### src/rtl/aes_uart_pkg.sv
// Shared definitions for the UART-to-AES frame assembler.
//   state_e      : frame parser states
//   TEXT_BYTES   : payload length of a text (plaintext/ciphertext) block
//   KEY_BYTES    : payload length of a key
//   TEXT_W/KEY_W : widths of the assembled text block and key
//   HDR_*_DEF    : default header bytes ('M' for text, 'K' for key)
package aes_uart_pkg;

    typedef enum logic [1:0] {
        IDLE    = 2'd0,
        RX_TEXT = 2'd1,
        RX_KEY  = 2'd2
    } state_e;

    localparam int unsigned TEXT_BYTES = 16;
    localparam int unsigned KEY_BYTES  = 32;
    localparam int unsigned TEXT_W     = 128;
    localparam int unsigned KEY_W      = 256;

    localparam logic [7:0] HDR_TEXT_DEF = 8'h4D;
    localparam logic [7:0] HDR_KEY_DEF  = 8'h4B;

endpackage

### src/rtl/uart_frame_assembler.sv
// Parses a UART byte stream into framed AES commands.
// A header byte selects a 16-byte text block or a 32-byte key; the payload
// is assembled MSB-first and published with a one-cycle valid strobe.
// A frame stalled longer than TIMEOUT_CYCLES idle clocks is discarded.
//
// Ports:
//   clk_i          in   1    system clock
//   rst_ni         in   1    asynchronous active-low reset
//   rx_data_i      in   8    received byte
//   rx_valid_i     in   1    one-cycle strobe qualifying rx_data_i
//   metin_o        out  128  last completed text block
//   metin_valid_o  out  1    one-cycle pulse when metin_o updates
//   key_o          out  256  last completed key
//   key_valid_o    out  1    one-cycle pulse when key_o updates
//   busy_o         out  1    high while a frame is in progress
//   frame_err_o    out  1    one-cycle pulse on unknown header or timeout
module uart_frame_assembler
    import aes_uart_pkg::*;
#(
    parameter int unsigned TIMEOUT_CYCLES = 1000000,
    parameter logic [7:0]  HDR_TEXT       = HDR_TEXT_DEF,
    parameter logic [7:0]  HDR_KEY        = HDR_KEY_DEF
) (
    input  logic                clk_i,
    input  logic                rst_ni,
    input  logic [7:0]          rx_data_i,
    input  logic                rx_valid_i,
    output logic [TEXT_W-1:0]   metin_o,
    output logic                metin_valid_o,
    output logic [KEY_W-1:0]    key_o,
    output logic                key_valid_o,
    output logic                busy_o,
    output logic                frame_err_o
);

    localparam int unsigned TCNT_W = $clog2(TIMEOUT_CYCLES);
    localparam logic [TCNT_W-1:0] TCNT_LAST = TCNT_W'(TIMEOUT_CYCLES - 1);
    localparam logic [5:0] TEXT_LAST = 6'(TEXT_BYTES - 1);
    localparam logic [5:0] KEY_LAST  = 6'(KEY_BYTES - 1);

    state_e              state_q, state_d;
    logic [5:0]          bcnt_q, bcnt_d;
    logic [TCNT_W-1:0]   tcnt_q, tcnt_d;
    logic [KEY_W-1:0]    shreg_q, shreg_d;
    logic [KEY_W-1:0]    shifted;
    logic [TEXT_W-1:0]   metin_d;
    logic [KEY_W-1:0]    key_d;
    logic                metin_valid_d;
    logic                key_valid_d;
    logic                err_d;
    logic                busy_d;

    // Register value after accepting the current byte; also the source of
    // the published block, so the final byte lands without an extra cycle.
    assign shifted = {shreg_q[KEY_W-9:0], rx_data_i};

    always_ff @(posedge clk_i or negedge rst_ni) begin
        if (!rst_ni) begin
            state_q <= IDLE;
        end else begin
            state_q <= state_d;
        end
    end

    always_comb begin
        state_d       = state_q;
        bcnt_d        = bcnt_q;
        tcnt_d        = tcnt_q;
        shreg_d       = shreg_q;
        metin_d       = metin_o;
        key_d         = key_o;
        metin_valid_d = 1'b0;
        key_valid_d   = 1'b0;
        err_d         = 1'b0;

        case (state_q)
            IDLE: begin
                if (rx_valid_i) begin
                    if (rx_data_i == HDR_TEXT) begin
                        state_d = RX_TEXT;
                        bcnt_d  = '0;
                        tcnt_d  = '0;
                    end else if (rx_data_i == HDR_KEY) begin
                        state_d = RX_KEY;
                        bcnt_d  = '0;
                        tcnt_d  = '0;
                    end else begin
                        err_d = 1'b1;
                    end
                end
            end

            RX_TEXT, RX_KEY: begin
                if (rx_valid_i) begin
                    // A byte always wins over the timeout threshold.
                    shreg_d = shifted;
                    bcnt_d  = bcnt_q + 6'd1;
                    tcnt_d  = '0;
                    if (state_q == RX_TEXT && bcnt_q == TEXT_LAST) begin
                        metin_d       = shifted[TEXT_W-1:0];
                        metin_valid_d = 1'b1;
                        state_d       = IDLE;
                    end else if (state_q == RX_KEY && bcnt_q == KEY_LAST) begin
                        key_d       = shifted;
                        key_valid_d = 1'b1;
                        state_d     = IDLE;
                    end
                end else if (tcnt_q == TCNT_LAST) begin
                    state_d = IDLE;
                    err_d   = 1'b1;
                    tcnt_d  = '0;
                    bcnt_d  = '0;
                end else begin
                    tcnt_d = tcnt_q + 1'b1;
                end
            end

            default: begin
                state_d = IDLE;
            end
        endcase

        busy_d = (state_d != IDLE);
    end

    always_ff @(posedge clk_i or negedge rst_ni) begin
        if (!rst_ni) begin
            bcnt_q        <= '0;
            tcnt_q        <= '0;
            shreg_q       <= '0;
            metin_o       <= '0;
            key_o         <= '0;
            metin_valid_o <= 1'b0;
            key_valid_o   <= 1'b0;
            frame_err_o   <= 1'b0;
            busy_o        <= 1'b0;
        end else begin
            bcnt_q        <= bcnt_d;
            tcnt_q        <= tcnt_d;
            shreg_q       <= shreg_d;
            metin_o       <= metin_d;
            key_o         <= key_d;
            metin_valid_o <= metin_valid_d;
            key_valid_o   <= key_valid_d;
            frame_err_o   <= err_d;
            busy_o        <= busy_d;
        end
    end

endmodule

### config.mk
export PLATFORM = sky130hd
export DESIGN_NAME = uart_frame_assembler
export DESIGN_NICKNAME = d
export VERILOG_FILES = /design/src/rtl/aes_uart_pkg.sv /design/src/rtl/uart_frame_assembler.sv
export SDC_FILE = /design/constraint.sdc
export NUM_CORES = 1
export LEC_CHECK = 0
export CAP_MARGIN = 20
export CORE_ASPECT_RATIO = 1.75
export CORE_MARGIN = 1
export CORE_UTILIZATION = 35
export CTS_BUF_LIST = sky130_fd_sc_hd__clkbuf_16
export CTS_CLUSTER_DIAMETER = 80
export DETAILED_ROUTE_END_ITERATION = 10
export GPL_ROUTABILITY_DRIVEN = 1
export MAX_ROUTING_LAYER = met4
export PLACE_DENSITY = 0.64
export SYNTH_ARGS = -nofsm -noshare
export SYNTH_HDL_FRONTEND = slang
export SYNTH_SLANG_ARGS = --single-unit
### constraint.sdc
create_clock -name clk_i -period 7 [get_ports clk_i]
set_input_delay 1.75 -clock clk_i [delete_from_list [all_inputs] [get_ports clk_i]]
set_output_delay 1.75 -clock clk_i [all_outputs]
set_load 0.03 [all_outputs]
==> Implementation_results.wiki, run 1 <==
{| class="wikitable"
! Metric !! Value
|-
| Number of enable flip-flop cells after synthesis || 0
|-
| Max-capacitance violation count || 0
|-
| R2r setup slk || 3880 ps
|-
| Post-DP HPWL || 38,900 um
|-
| Synthesis-to-finish area growth || 27.9%
|-
| CP max stage delay || 800 ps
|-
| Smallest hold slack || 489 ps
|-
| Number of global-route vias before repair || 15,400
|-
| Synth Warn # || 0
|-
| Aggregate routed wire length || 58,600 um
|-
| Initial standard-cell utilization of the core || 35.5%
|-
| Max IR drop VDD || 0.238 mV
|-
| Max Clock Freq || 233 MHz
|-
| Placer congestion estimate || 0.775
|-
| First-pass GRT wire length || 92,200 um
|-
| Count of unresolved DRC violations after routing || 0
|-
| Detailed router's first-iteration violation count || 535
|-
| Critical Path Fanout Max || 61
|-
| Net count reported at finish || 1,958
|-
| Min-Delay Path Class || flop to flop
|-
| Setup repair after global routing missed its margin || false
|-
| FFs w/ async S/R, synth || 100%
|-
| TritonCTS clock tree || built
|-
| Initial antenna violation count || 1
|-
| Prevailing post-synth register cell || sky130_fd_sc_hd__dfrtp_1
|-
| Required time worst endpoint || 7510 ps
|-
| # clock sinks || 664
|-
| Maximum number of pins on one net before global-route repair || 160
|-
| Sum of negative setup slack || 0 ps
|-
| Crit path capture type || flop
|-
| Count of vias placed by the detailed router || 14,100
|-
| Horiz. Die Dim || 205 um
|-
| Cell type contributing the most total cell area after synthesis || sky130_fd_sc_hd__dfrtp_1
|-
| DRT antenna net count || 0
|-
| Leading post-synthesis cells by instance count || sky130_fd_sc_hd__dfrtp_1, sky130_fd_sc_hd__mux2_2, sky130_fd_sc_hd__buf_2, sky130_fd_sc_hd__clkbuf_1, sky130_fd_sc_hd__nand3_1
|-
| CP Class || input pin to flop
|-
| #FFs+latches synth || 664
|-
| Number of detailed-route iterations in the first pass || 4
|-
| H-tree Lvls || 2
|-
| Total of hold buffers inserted after clock tree synthesis || 0
|-
| Maximum root-to-sink buffer count || 3
|-
| Post-synth cell types || 51
|-
| Run status || finished, final reports clean
|-
| Slowest stage cell on the critical path || sky130_fd_sc_hd__nand3_4
|-
| Pins over their slew limit || 0
|-
| Clk_lat worst skew || 630 ps
|-
| Die outline area || 0.0730 mm^2
|-
| Worst slew margin relative to its limit || 34.5%
|-
| Post-synthesis instance area || 0.0252 mm^2
|-
| Register clock-pin slew on the reported worst setup and hold paths || 60 ps
|-
| Minimum clock period after layout || 4290 ps
|-
| Number of hold violations in the final report || 0
|-
| Vertical die dimension || 357 um
|-
| Most frequently used cell type in the post-synthesis netlist || sky130_fd_sc_hd__dfrtp_1
|-
| Final instance area || 0.0322 mm^2
|-
| Number of buffers added on ports || 398
|-
| Proportion of layout cells with a drive suffix above 1 || 36.6%
|-
| Fraction of the yosys area taken by sequential cells || 66.1%
|-
| Portion of the clock cycle consumed by the worst path in the final layout || 61.3%
|-
| Final number of setup-violating endpoints || 0
|-
| Overall global routing resource usage || 16.8%
|-
| Core outline area || 0.0709 mm^2
|-
| Final Skew || 14.5 ps
|-
| Startpoint kind of the worst setup timing path || input pin
|-
| WL/cell || 20.1 um
|-
| Critical path arrival || 4800 ps
|-
| Power per standard cell area || 291 mW/mm^2
|-
| Overflow left after global routing || 0
|-
| Post-cts repair resize count || 0
|-
| Number of clock buffers inserted by TritonCTS || 60
|-
| Root buf cell || sky130_fd_sc_hd__clkbuf_16
|-
| Static Leakage || 15.3 nW
|-
| Setup slack at placement || 2060 ps
|-
| Avg Synthesized Cell Area || 16.3 um^2
|-
| Total Power Consumption || 9.35 mW
|-
| Average vias per placed instance || 4.86
|-
| Slew at the pin with the worst max-slew slack || 983 ps
|-
| Instance area at placement || 0.0302 mm^2
|-
| Share of the synthesized area in the top cell type || 66.1%
|-
| Largest cells by area after synthesis || sky130_fd_sc_hd__dfrtp_1, sky130_fd_sc_hd__mux2_2, sky130_fd_sc_hd__mux2_1
|-
| # IOs || 399
|-
| Row count || 129
|-
| Post-CTS Setup Repair Bufs || 0
|-
| Total nets after synthesis || 1,561
|-
| Ordered list of cells on the worst path || clkdlybuf4s50_1 > nor3b_1 > nand3_4 > buf_12 > mux2_2
|-
| Cell count after synthesis || 1,544
|-
| Final worst-path setup slack || 2710 ps
|}
## critical path: cells and delay by family
family	cells	cell delay, ps
AND/OR/NAND/NOR	2	1330
buffers and inverters	2	1230
multiplexers	1	350
## path summary, 6_finish.rpt
path,startpoint,endpoint,depth (start not counted)
setup / recovery,rx_valid_i,metin_o[127]$_DFFE_PN0P_,5
hold / removal,key_o[222]$_DFFE_PN0P_,key_o[222]$_DFFE_PN0P_,1
setup reg to reg,bcnt_q[0]$_DFFE_PN0P_,metin_o[127]$_DFFE_PN0P_,6
hold reg to reg,key_o[222]$_DFFE_PN0P_,key_o[222]$_DFFE_PN0P_,1
max in group asynchronous,rst_ni,key_o[232]$_DFFE_PN0P_,2
min in group asynchronous,rst_ni,metin_o[64]$_DFFE_PN0P_,1
## final cells by class
type / count / area (um^2)
clock buffers: 60 / 1500
clock inverters: 51 / 458
flip-flops and latches: 664 / 16600
repair buffers: 413 / 4230
multi-input cells: 794 / 8170
inverters: 8 / 30.0
well taps: 917 / 1150
fillers: 6250 / 38700
diodes: 3 / 7.51
## sequential cells by signal (all words and copies together), names as in the netlist
| signal | flops |
|---|---|
| key_valid_o | 1 |
| metin_valid_o | 1 |
| bcnt_q | 6 |
| metin_o | 128 |
| shreg_q | 248 |
| frame_err_o | 1 |
| tcnt_q | 20 |
| key_o | 256 |
| state_q | 2 |
| busy_o | 1 |
## cells in the final DEF, fill, tap and decap left out, drive strengths merged, types with 6 or more instances in the layout
cell type      synthesis  layout
nand3                 30      30
inv                    8      24
clkinv                 0      26
dfrtp                664     664
o21ai                 10      10
buf                   45      16
nand4                  8       8
nor3                   6       6
ha                     6       6
nor2                   8       8
bufinv                 0       7
clkbuf                33      60
clkdlybuf4s50          0     397
mux2                 633     633
a21oi                  9       9
o311ai                 8       8
nand2                 24      24
## power by group
part	leakage, nW	switching, mW	internal [mW]
sequential	9.08	0.495	4.28
clock	0.997	1.47	1.83
combinational	5.26	0.607	0.674
total	15.3	2.57	6.78
## logic make-up (layout without fill, tap and decap cells)
family,after synthesis,count (layout),share of synthesized area (%)
fa+ha+maj,6,6,0.298
compound gates,47,47,1.36
flops,664,664,66.1
xor+xnor,1,1,0.0348
simple gates,107,107,2.30
other cells,0,3,0
mux,633,633,28.3
buf+inv,86,532,1.61
## metal layers
metal / track usage, % / vias up / share of wire (%) / wire length [um]
met5: - / - / 0 / 0
met4: 4.28 / 0 / 2.0 / 1150
met3: 6.95 / 70 / 10 / 5890
met2: 26.7 / 431 / 48 / 28100
met1: 19.4 / 7324 / 40 / 23500
li1: - / 6319 / - / -
## through the flow
step	util, %	instances
finish	45.4	2910
global route	45.4	2909
CTS	45.4	2907
detailed placement	42.6	2796
global placement	42.6	2796
floorplan	-	1544
(Power assumes the default switching activity.)
==> inputs of run 2 (changes only) <==
Clock period 7 ns to 4.2 ns, I/O delays scaled along.
==> Implementation_results.wiki, run 2 (synthesized netlist as in run 1, its figures left out) <==
{| class="wikitable"
! Metric !! Value
|-
| Number of hold violations in the final report || 0
|-
| Max Clock Freq || 325 MHz
|-
| H-tree Lvls || 2
|-
| Switching power || 4.38 mW
|-
| Total of hold buffers inserted after clock tree synthesis || 0
|-
| Run status || finished, final reports clean
|-
| Proportion of layout cells with a drive suffix above 1 || 37.9%
|-
| Initial antenna violation count || 1
|-
| Overall global routing resource usage || 17.2%
|-
| Pins over their slew limit || 0
|-
| Minimum clock period after layout || 3080 ps
|-
| Post-DP HPWL || 41,500 um
|-
| Max IR drop VDD || 0.406 mV
|-
| Portion of the clock cycle consumed by the worst path in the final layout || 73.3%
|-
| Design internal power || 11.8 mW
|-
| Vertical die dimension || 357 um
|-
| DRT antenna net count || 0
|-
| Buf+Inv Stages, Crit Path || 3
|-
| Slowest stage cell on the critical path || sky130_fd_sc_hd__clkdlybuf4s50_1
|-
| Number of detailed-route iterations in the first pass || 4
|-
| Row count || 129
|-
| Net switching fraction of the power || 27.0%
|-
| Synthesis-to-finish area growth || 30.3%
|-
| Aggregate routed wire length || 60,500 um
|-
| First-pass GRT wire length || 94,700 um
|-
| Largest register by flop count || key_o
|-
| Number of buffers added on ports || 398
|-
| Clk_lat worst skew || 650 ps
|-
| Initial standard-cell utilization of the core || 35.5%
|-
| Area occupied by multi-input gates || 0.00817 mm^2
|-
| Power per standard cell area || 494 mW/mm^2
|-
| Startpoint kind of the worst setup timing path || input pin
|-
| TritonCTS clock tree || built
|-
| # IOs || 399
|-
| CP top delay family || buffers and inverters
|-
| Critical Path Fanout Max || 54
|-
| Crit path capture type || flop
|-
| Filler Cell Count || 6,182
|-
| Maximum root-to-sink buffer count || 3
|-
| Overflow left after global routing || 0
|-
| Static Leakage || 15.7 nW
|-
| Min-Delay Path Class || input pin to async pin
|-
| Combinational Power Share || 13.8%
|-
| Leading registers by flop count || key_o x256, shreg_q x248, metin_o x128
|-
| Post-CTS Setup Repair Bufs || 0
|-
| Setup repair after global routing missed its margin || false
|-
| Net count reported at finish || 1,994
|-
| Sum of negative setup slack || 0 ps
|-
| Root buf cell || sky130_fd_sc_hd__clkbuf_16
|-
| Flip-flop count of the largest register, all copies and words added || 256
|-
| Detailed router's first-iteration violation count || 451
|-
| Commonest cells after routing, fill and taps aside || sky130_fd_sc_hd__dfrtp_1, sky130_fd_sc_hd__mux2_2, sky130_fd_sc_hd__clkdlybuf4s50_1
|-
| Maximum number of pins on one net before global-route repair || 98
|-
| Max-capacitance violation count || 0
|-
| # clock sinks || 664
|-
| Register clock-pin slew on the reported worst setup and hold paths || 70 ps
|-
| Non-filler instance count after layout || 2,946
|-
| CP max stage delay || 700 ps
|-
| Final Skew || 23.3 ps
|-
| Most common cell after layout, fill and taps aside || sky130_fd_sc_hd__dfrtp_1
|-
| Post-cts repair resize count || 0
|-
| Total Power Consumption || 16.2 mW
|-
| Count of vias placed by the detailed router || 14,400
|-
| Final number of setup-violating endpoints || 0
|-
| Number of global-route vias before repair || 15,500
|-
| Average vias per placed instance || 4.88
|-
| Required time worst endpoint || 4720 ps
|-
| Power share of the clock group || 37.0%
|-
| Number of placed instances, taps included || 2,832
|-
| Critical path arrival || 3590 ps
|-
| Die outline area || 0.0730 mm^2
|-
| Horiz. Die Dim || 205 um
|-
| Top cell by count, worst path || sky130_fd_sc_hd__buf_12
|-
| Ordered list of cells on the worst path || clkdlybuf4s50_1 > nor3b_1 > and3_4 > buf_12 > buf_12 > mux2_2
|-
| Slew at the pin with the worst max-slew slack || 880 ps
|-
| Count of unresolved DRC violations after routing || 0
|-
| Share of total power in sequential cells || 49.2%
|-
| Placer congestion estimate || 0.808
|-
| CP Class || input pin to flop
|-
| Number of clock buffers inserted by TritonCTS || 60
|-
| WL/cell || 20.6 um
|-
| Worst slew margin relative to its limit || 41.3%
|-
| Core outline area || 0.0709 mm^2
|-
| Area taken by flip-flops and latches || 0.0166 mm^2
|}
## run 2: power groups by stage
stage               registers, mW  clock network [mW]  logic, mW
detailed placement           8.12                   0       2.27
finish                       7.98                6.00       2.23
global placement             8.08                   0       2.19
CTS                          8.01                6.19       2.28
floorplan                    7.69                   0       1.65
global route                 8.12                6.41       2.44
## run 2: final cells by class
cell class	instances	area share (%)
inverters	8	0.0916
repair buffers	449	14.1
clock buffers	60	4.58
clock inverters	53	2.07
multi-input cells	794	24.9
well taps	917	3.50
diodes	1	0.00763
flip-flops and latches	664	50.7
## run 2: worst register-to-register path, cell delays in order (launching register included)
cell	delay [ps]
sky130_fd_sc_hd__dfrtp_1	380
sky130_fd_sc_hd__ha_1	180
sky130_fd_sc_hd__nand3_1	180
sky130_fd_sc_hd__nor3b_1	510
sky130_fd_sc_hd__and3_4	340
sky130_fd_sc_hd__buf_12	220
sky130_fd_sc_hd__buf_12	330
sky130_fd_sc_hd__mux2_2	430
## run 2: path summary, 6_finish.rpt
check | depth (start not counted) | slack, ps | startpoint | to
setup / recovery | 6 | 1120 | rx_valid_i | key_o[143]$_DFFE_PN0P_
hold / removal | 1 | 480 | rst_ni | metin_o[86]$_DFFE_PN0P_
setup reg to reg | 7 | 1520 | bcnt_q[1]$_DFFE_PN0P_ | key_o[143]$_DFFE_PN0P_
hold reg to reg | 1 | 490 | key_o[35]$_DFFE_PN0P_ | key_o[35]$_DFFE_PN0P_
max in group asynchronous | 3 | 2560 | rst_ni | shreg_q[128]$_DFFE_PN0P_
min in group clk_i | 1 | 490 | key_o[35]$_DFFE_PN0P_ | key_o[35]$_DFFE_PN0P_
## run 2: routing by layer
metal  track usage (%)  share of wire (%)
met4              4.13                1.9
met3              6.70                9.4
met1              19.9                 40
met5                 -                  0
met2              27.9                 49
## run 2: stage by stage
stage / hold slack [ps] / worst slack (ps) / util, % / instance area, um^2
4_1_cts: 486 / 1180 / 46.3 / 32800
3_5_place_dp: 474 / 482 / 43.2 / 30600
3_3_place_gp: 470 / 531 / 43.2 / 30600
2_1_floorplan: 474 / 1600 / - / 25200
6_report: 481 / 1120 / 46.3 / 32800
5_1_grt: 510 / 1030 / 46.3 / 32800
